--- src/rtl/grid2axis_stream_pkg.sv ---
// Shared constants, FSM encoding and beat-count helpers for the grid-to-AXIS converter.
package grid2axis_stream_pkg;

  localparam int unsigned LAST_FRAME = 0;
  localparam int unsigned LAST_ROW   = 1;

  typedef enum logic {
    StIdle   = 1'b0,
    StStream = 1'b1
  } state_e;

  function automatic int unsigned calc_beats(int unsigned w, int unsigned h, int unsigned ppb);
    return (w * h) / ppb;
  endfunction

  function automatic int unsigned calc_row_beats(int unsigned w, int unsigned ppb);
    return w / ppb;
  endfunction

endpackage

--- src/rtl/grid2axis_stream_pix_expand.sv ---
// Picks the PPB cells of one beat from a bank and maps each to its alive/dead colour.
module grid2axis_stream_pix_expand
  import grid2axis_stream_pkg::*;
#(
  parameter int unsigned DWIDTH = 32,
  parameter int unsigned CELLS  = 16,
  parameter int unsigned PPB    = 1,
  parameter int unsigned CW     = $clog2(CELLS)
) (
  input  logic [CELLS-1:0]      bank,
  input  logic [CW-1:0]         beat,
  input  logic [DWIDTH-1:0]     alive_color,
  input  logic [DWIDTH-1:0]     dead_color,
  output logic [DWIDTH*PPB-1:0] pix
);

  logic [CW-1:0] base;
  logic [CW-1:0] idx;

  always_comb begin
    pix  = '0;
    idx  = '0;
    base = beat * CW'(PPB);
    for (int p = 0; p < int'(PPB); p++) begin
      idx = base + CW'(p);
      pix[p*DWIDTH +: DWIDTH] = bank[idx] ? alive_color : dead_color;
    end
  end

endmodule

--- src/rtl/grid2axis_stream.sv ---
// Ping-pong frame buffer that streams 1-bit cell frames as colour pixels over AXI4-Stream.
module grid2axis_stream
  import grid2axis_stream_pkg::*;
#(
  parameter int unsigned DWIDTH       = 32,
  parameter int unsigned WIDTH        = 4,
  parameter int unsigned HEIGHT       = 4,
  parameter int unsigned PIX_PER_BEAT = 1,
  parameter int unsigned LAST_MODE    = LAST_FRAME
) (
  input  logic                           clk,
  input  logic                           rstn,
  input  logic [DWIDTH-1:0]              alive_color,
  input  logic [DWIDTH-1:0]              dead_color,
  input  logic [WIDTH*HEIGHT-1:0]        in_data,
  input  logic                           in_valid,
  output logic                           in_ready,
  output logic [DWIDTH*PIX_PER_BEAT-1:0] M_AXIS_TDATA,
  output logic                           M_AXIS_TVALID,
  input  logic                           M_AXIS_TREADY,
  output logic                           M_AXIS_TLAST,
  output logic                           M_AXIS_TUSER,
  output logic [15:0]                    frames_sent
);

  localparam int unsigned Cells    = WIDTH * HEIGHT;
  localparam int unsigned Beats    = calc_beats(WIDTH, HEIGHT, PIX_PER_BEAT);
  localparam int unsigned RowBeats = calc_row_beats(WIDTH, PIX_PER_BEAT);
  localparam int unsigned BW       = $clog2(Beats) + 1;
  localparam int unsigned CW       = $clog2(Cells);
  localparam int unsigned OW       = DWIDTH * PIX_PER_BEAT;

  logic [Cells-1:0]  bank_q  [2];
  logic [DWIDTH-1:0] alive_q [2];
  logic [DWIDTH-1:0] dead_q  [2];
  logic [1:0]        full_q, full_d;
  logic              wr_sel_q, rd_sel_q, rd_sel_d;
  state_e            state_q, state_d;
  logic [BW-1:0]     beat_q, beat_d;
  logic [15:0]       frames_q, frames_d;
  logic              in_ready_q;
  logic              valid_q, valid_d;
  logic [OW-1:0]     data_q;
  logic              last_q, last_d, user_q, user_d;

  logic              capture, accept, final_beat;
  logic              load, load_sel;
  logic [BW-1:0]     load_beat;
  logic [OW-1:0]     pix;

  grid2axis_stream_pix_expand #(
    .DWIDTH (DWIDTH),
    .CELLS  (Cells),
    .PPB    (PIX_PER_BEAT),
    .CW     (CW)
  ) u_expand (
    .bank        (bank_q[load_sel]),
    .beat        (CW'(load_beat)),
    .alive_color (alive_q[load_sel]),
    .dead_color  (dead_q[load_sel]),
    .pix         (pix)
  );

  always_comb begin
    capture    = in_valid && in_ready_q;
    accept     = valid_q && M_AXIS_TREADY;
    final_beat = accept && (beat_q == BW'(Beats - 1));
    state_d    = state_q;
    beat_d     = beat_q;
    rd_sel_d   = rd_sel_q;
    frames_d   = frames_q;
    full_d     = full_q;
    valid_d    = valid_q;
    load       = 1'b0;
    load_sel   = rd_sel_q;
    load_beat  = beat_q;

    if (capture) full_d[wr_sel_q] = 1'b1;

    unique case (state_q)
      StIdle: begin
        if (full_q[rd_sel_q]) begin
          load      = 1'b1;
          load_beat = '0;
          state_d   = StStream;
        end
      end
      StStream: begin
        if (final_beat) begin
          // Capture can only target the other bank here, so clearing rd_sel never aliases it.
          full_d[rd_sel_q] = 1'b0;
          rd_sel_d         = ~rd_sel_q;
          frames_d         = frames_q + 16'd1;
          beat_d           = '0;
          if (full_q[~rd_sel_q]) begin
            load      = 1'b1;
            load_sel  = ~rd_sel_q;
            load_beat = '0;
          end else begin
            valid_d = 1'b0;
            state_d = StIdle;
          end
        end else if (accept) begin
          load      = 1'b1;
          load_beat = beat_q + BW'(1);
        end
      end
      default: state_d = StIdle;
    endcase

    if (load) begin
      valid_d = 1'b1;
      beat_d  = load_beat;
    end
    user_d = (load_beat == '0);
    if (LAST_MODE == LAST_ROW) last_d = ((32'(load_beat) + 32'd1) % RowBeats) == 32'd0;
    else                       last_d = (load_beat == BW'(Beats - 1));
  end

  always_ff @(posedge clk or negedge rstn) begin
    if (!rstn) begin
      bank_q[0]  <= '0;
      bank_q[1]  <= '0;
      alive_q[0] <= '0;
      alive_q[1] <= '0;
      dead_q[0]  <= '0;
      dead_q[1]  <= '0;
      full_q     <= '0;
      wr_sel_q   <= 1'b0;
      rd_sel_q   <= 1'b0;
      state_q    <= StIdle;
      beat_q     <= '0;
      frames_q   <= '0;
      in_ready_q <= 1'b0;
      valid_q    <= 1'b0;
      data_q     <= '0;
      last_q     <= 1'b0;
      user_q     <= 1'b0;
    end else begin
      if (capture) begin
        bank_q[wr_sel_q]  <= in_data;
        alive_q[wr_sel_q] <= alive_color;
        dead_q[wr_sel_q]  <= dead_color;
        wr_sel_q          <= ~wr_sel_q;
      end
      full_q     <= full_d;
      rd_sel_q   <= rd_sel_d;
      state_q    <= state_d;
      beat_q     <= beat_d;
      frames_q   <= frames_d;
      in_ready_q <= ~&full_d;
      valid_q    <= valid_d;
      if (load) begin
        data_q <= pix;
        last_q <= last_d;
        user_q <= user_d;
      end
    end
  end

  assign in_ready      = in_ready_q;
  assign M_AXIS_TDATA  = data_q;
  assign M_AXIS_TVALID = valid_q;
  assign M_AXIS_TLAST  = last_q;
  assign M_AXIS_TUSER  = user_q;
  assign frames_sent   = frames_q;

endmodule

--- config.mk ---
export PLATFORM = sky130hd
export DESIGN_NAME = grid2axis_stream
export DESIGN_NICKNAME = d
export VERILOG_FILES = /design/src/rtl/grid2axis_stream_pkg.sv /design/src/rtl/grid2axis_stream_pix_expand.sv /design/src/rtl/grid2axis_stream.sv
export SDC_FILE = /design/constraint.sdc
export NUM_CORES = 1
export LEC_CHECK = 0
export ABC_AREA = 1
export ABC_CLOCK_PERIOD_IN_PS = 7800
export CAP_MARGIN = 20
export CORE_ASPECT_RATIO = 1.25
export CORE_MARGIN = 4
export CORE_UTILIZATION = 25
export CTS_CLUSTER_DIAMETER = 50
export DETAILED_ROUTE_END_ITERATION = 10
export GPL_ROUTABILITY_DRIVEN = 1
export GPL_TIMING_DRIVEN = 0
export PLACE_DENSITY = 0.42
export SYNTH_ARGS = -nofsm -noshare
export SYNTH_HDL_FRONTEND = slang
export SYNTH_HIERARCHICAL = 1
export SYNTH_SLANG_ARGS = --single-unit
--- constraint.sdc ---
create_clock -name clk -period 7.8 [get_ports clk]
set_input_delay 1.17 -clock clk [delete_from_list [all_inputs] [get_ports clk]]
set_output_delay 1.17 -clock clk [all_outputs]
set_load 0.05 [all_outputs]
==> flow_summary_export.csv <==
group,metric,value,unit
run_status,outcome,"completed",
timing,fmax,0.259,GHz
flow_run,drv_cap,0,
detailed_routing,first_pass_iters,4,
detailed_routing,num_vias,8229,
worst_setup_path,worstRegToRegCells,20,
detailed_routing,ant_nets,0,
clock_network,cts_num_sinks,222,
synthesis,yosysTopAreaCellShare,0.541,
detailed_routing,wire_per_inst,16.2,um
clock_network,cts_max_path_buffers,3,
clock_network,cts_tree,"yes",
synthesis,ys_top_cells_by_area,"dfrtp_1 (54%), nand2_1 (15%), mux2_2 (8.8%)",
synthesis,synthFlopType,"dfrtp_1",
timing,rsz0062_at_grt,"no",
detailed_routing,dr.first_iter.drc_count,318,
global_route,grt_pass1_wl,50200,um
synthesis,synth-edff-count,0,
placed_design,portBuffers,135,
worst_setup_path,r2r-start,"beat_q[1]",
synthesis,synthesis.area,10300,um2
worst_setup_path,arrival,4350,ps
synthesis,synthCells,1168,
timing,slew_viol_final,0,
synthesis,ys_types,31,
global_route,antenna_found_initial,0,
worst_setup_path,critPathLaunch,"M_AXIS_TREADY",
placed_design,pre_cts_ws,3280,ps
floorplanning,start_util,0.255,
worst_setup_path,critPathCaptureType,"register",
global_route,grt_usage,0.141,
worst_setup_path,worstSetupStartpointType,"primary input",
floorplanning,die_w,189,um
clock_network,path_clk_slew,60,ps
clock_network,cts_buffers,29,
timing,finClkSkew,22.9,ps
detailed_routing,via_per_inst,4.32,
global_route,globalRoute.totalOverflow,0,
timing,fin_ws,3940,ps
floorplanning,core_area,40300,um2
floorplanning,ios,136,
synthesis,synth_nets,1255,
floorplanning,dieArea,44400,um2
power_and_ir_drop,cellPowerDensity,429,nW/um2
worst_setup_path,timing.rr.end,"M_AXIS_TDATA[21]",
clock_network,cts-resized-gates,0,
global_route,grt_pass1_vias,8884,
floorplanning,rows,82,
synthesis,yosysTopAreaCell,"dfrtp_1",
finish,stdcell_area,13300,um2
synthesis,synthArstFlopShare,1.00,
synthesis,synth_seq_cells,222,
worst_setup_path,critical_path.max_fanout,10,
power_and_ir_drop,power.leakage,0.00627,uW
clock_network,root_buffer,"clkbuf_16",
power_and_ir_drop,ir_drop,0.191,mV
finish,area_growth,29.9,%
clock_network,clock_latency,560,ps
min_path,hp-class,"reg -> reg",
clock_network,cts_hold_buf,0,
worst_setup_path,r2r_slack,4140,ps
synthesis,synth_area_per_cell,8.80,um2
finish,diodes,0,
placed_design,place_congestion,0.766,
worst_setup_path,critPathKind,"in -> reg",
synthesis,ys_warn_count,6,
clock_network,postCtsSetupBuffers,0,
clock_network,cts-htree-levels,1,
placed_design,placed_cell_area,12400,um2
detailed_routing,totalWireLength,30900,um
floorplanning,die_y,235,um
finish,drive_above_1_share,0.133,
synthesis,ys_seq_area_frac,0.541,
timing,setup_viol,0,
timing,hold_violations,0,
detailed_routing,drc_errors,0,
timing,fin_tns_setup,0,ps
timing,relSlewSlack,0.396,
timing,worstMarginPinSlew,906,ps
placed_design,dp_hpwl,22100,um
finish,nets,1424,
global_route,grt_max_degree,110,
worst_setup_path,worstSetupEndpoint,"M_AXIS_TDATA[21]",
worst_setup_path,required,8290,ps
timing,min_period,3860,ps
timing,period_share,0.494,
-- sequential cells by signal, indices dropped and copies added, names as in the netlist --
signal and cells:
M_AXIS_TUSER 1, rd_sel_q 1, state_q 1, beat_q 5, wr_sel_q 1, bank_q 32, M_AXIS_TDATA 32, alive_q 64
frames_sent 16, full_q 2, dead_q 64, M_AXIS_TLAST 1, M_AXIS_TVALID 1, in_ready 1
-- routing by layer --
layer	vias up	GRT usage	share of wire
met5	-	0	0
met4	0	0.0329	0.017
met3	29	0.0236	0.040
met2	161	0.243	0.49
met1	3981	0.185	0.45
li1	4058	-	-
-- how the worst min path moves through the flow --
stage / startpoint / endpoint / slack (ps) / cells after the start
2_1_floorplan: wr_sel_q / wr_sel_q / 470 / 2
6_report: frames_sent[15] / frames_sent[15] / 460 / 1
3_3_place_gp: M_AXIS_TDATA[0] / M_AXIS_TDATA[0] / 460 / 2
3_5_place_dp: M_AXIS_TDATA[13] / M_AXIS_TDATA[13] / 460 / 2
4_1_cts: frames_sent[15] / frames_sent[15] / 470 / 1
5_1_grt: M_AXIS_TDATA[28] / M_AXIS_TDATA[28] / 490 / 2
-- kinds of logic after synthesis --
family	Yosys count	synth area share
AND/OR/NAND/NOR	499	0.195
AO/OA/AOI/OAI	175	0.0881
adder cells (fa/ha/maj)	3	0.00365
multiplexers	80	0.0877
buffers and inverters	175	0.0730
XOR/XNOR	14	0.0119
flip-flops	222	0.541
-- Yosys cell counts (3+ instances only) --
master	number
dfrtp_1	222
inv_2	3
o21ai_1	80
buf_2	24
inv_1	113
xor2_1	8
ha_1	3
buf_4	6
a21oi_1	3
nor2_1	19
nor3_1	4
nand3_1	54
xnor2_1	6
o21ai_0	85
nand2_1	409
clkbuf_1	23
buf_6	5
mux2_2	80
-- through the flow --
stage	hold WS [ps]	power (uW)	util	cells
after CTS	475	5830	0.331	1903
after detailed placement	462	4450	0.307	1852
after floorplan	471	3630	-	1168
final	465	5730	0.331	1903
after global placement	459	4430	0.305	1849
after global routing	489	6210	0.331	1903
-- layout by cell type, fill, tap and decap left out, drive strengths merged --
cell type      instances
nand3                 56
a31oi                  2
a22oi                  2
nand2                413
inv                  118
mux2                  80
dfrtp                222
o21ai                165
xnor2                  6
nor3                   4
buf                   39
nor2                  22
bufinv                 2
clkinv                 7
clkdlybuf4s50        134
clkinvlp               1
nand4                  2
o211ai                 1
xor2                   8
ha                     3
a21oi                  3
o21bai                 1
a21boi                 1
nand3b                 2
clkbuf                63
-- worst max-delay path, cell delays in order --
cell             delay [ps]
clkdlybuf4s50_1         500
nand2_2                 100
nor2_4                  150
nand2_4                 120
o211ai_4                390
clkbuf_1                530
o21ai_1                 130
inv_1                    70
nand2_1                  40
nand3_1                  70
nand3_1                  90
nand3_2                 260
buf_2                   300
nand3_1                 130
nand2_1                  90
nand2_1                 110
nand2_1                  90
-- power breakdown --
part	total (uW)	internal (uW)	switching (uW)
Combinational	2520	927	1590
Sequential	1870	1660	211
Clock	1340	813	525
-- area by class of cell --
type	count	area, um2
multi-input cells	771	3970
fillers	4216	27000
clock inverters	11	126
plain buffers	58	308
clock buffers	40	837
well taps	546	683
flip-flops and latches	222	5560
repair buffers	138	1420
inverters	117	442
Note: power is estimated with default switching activity, not from simulation.
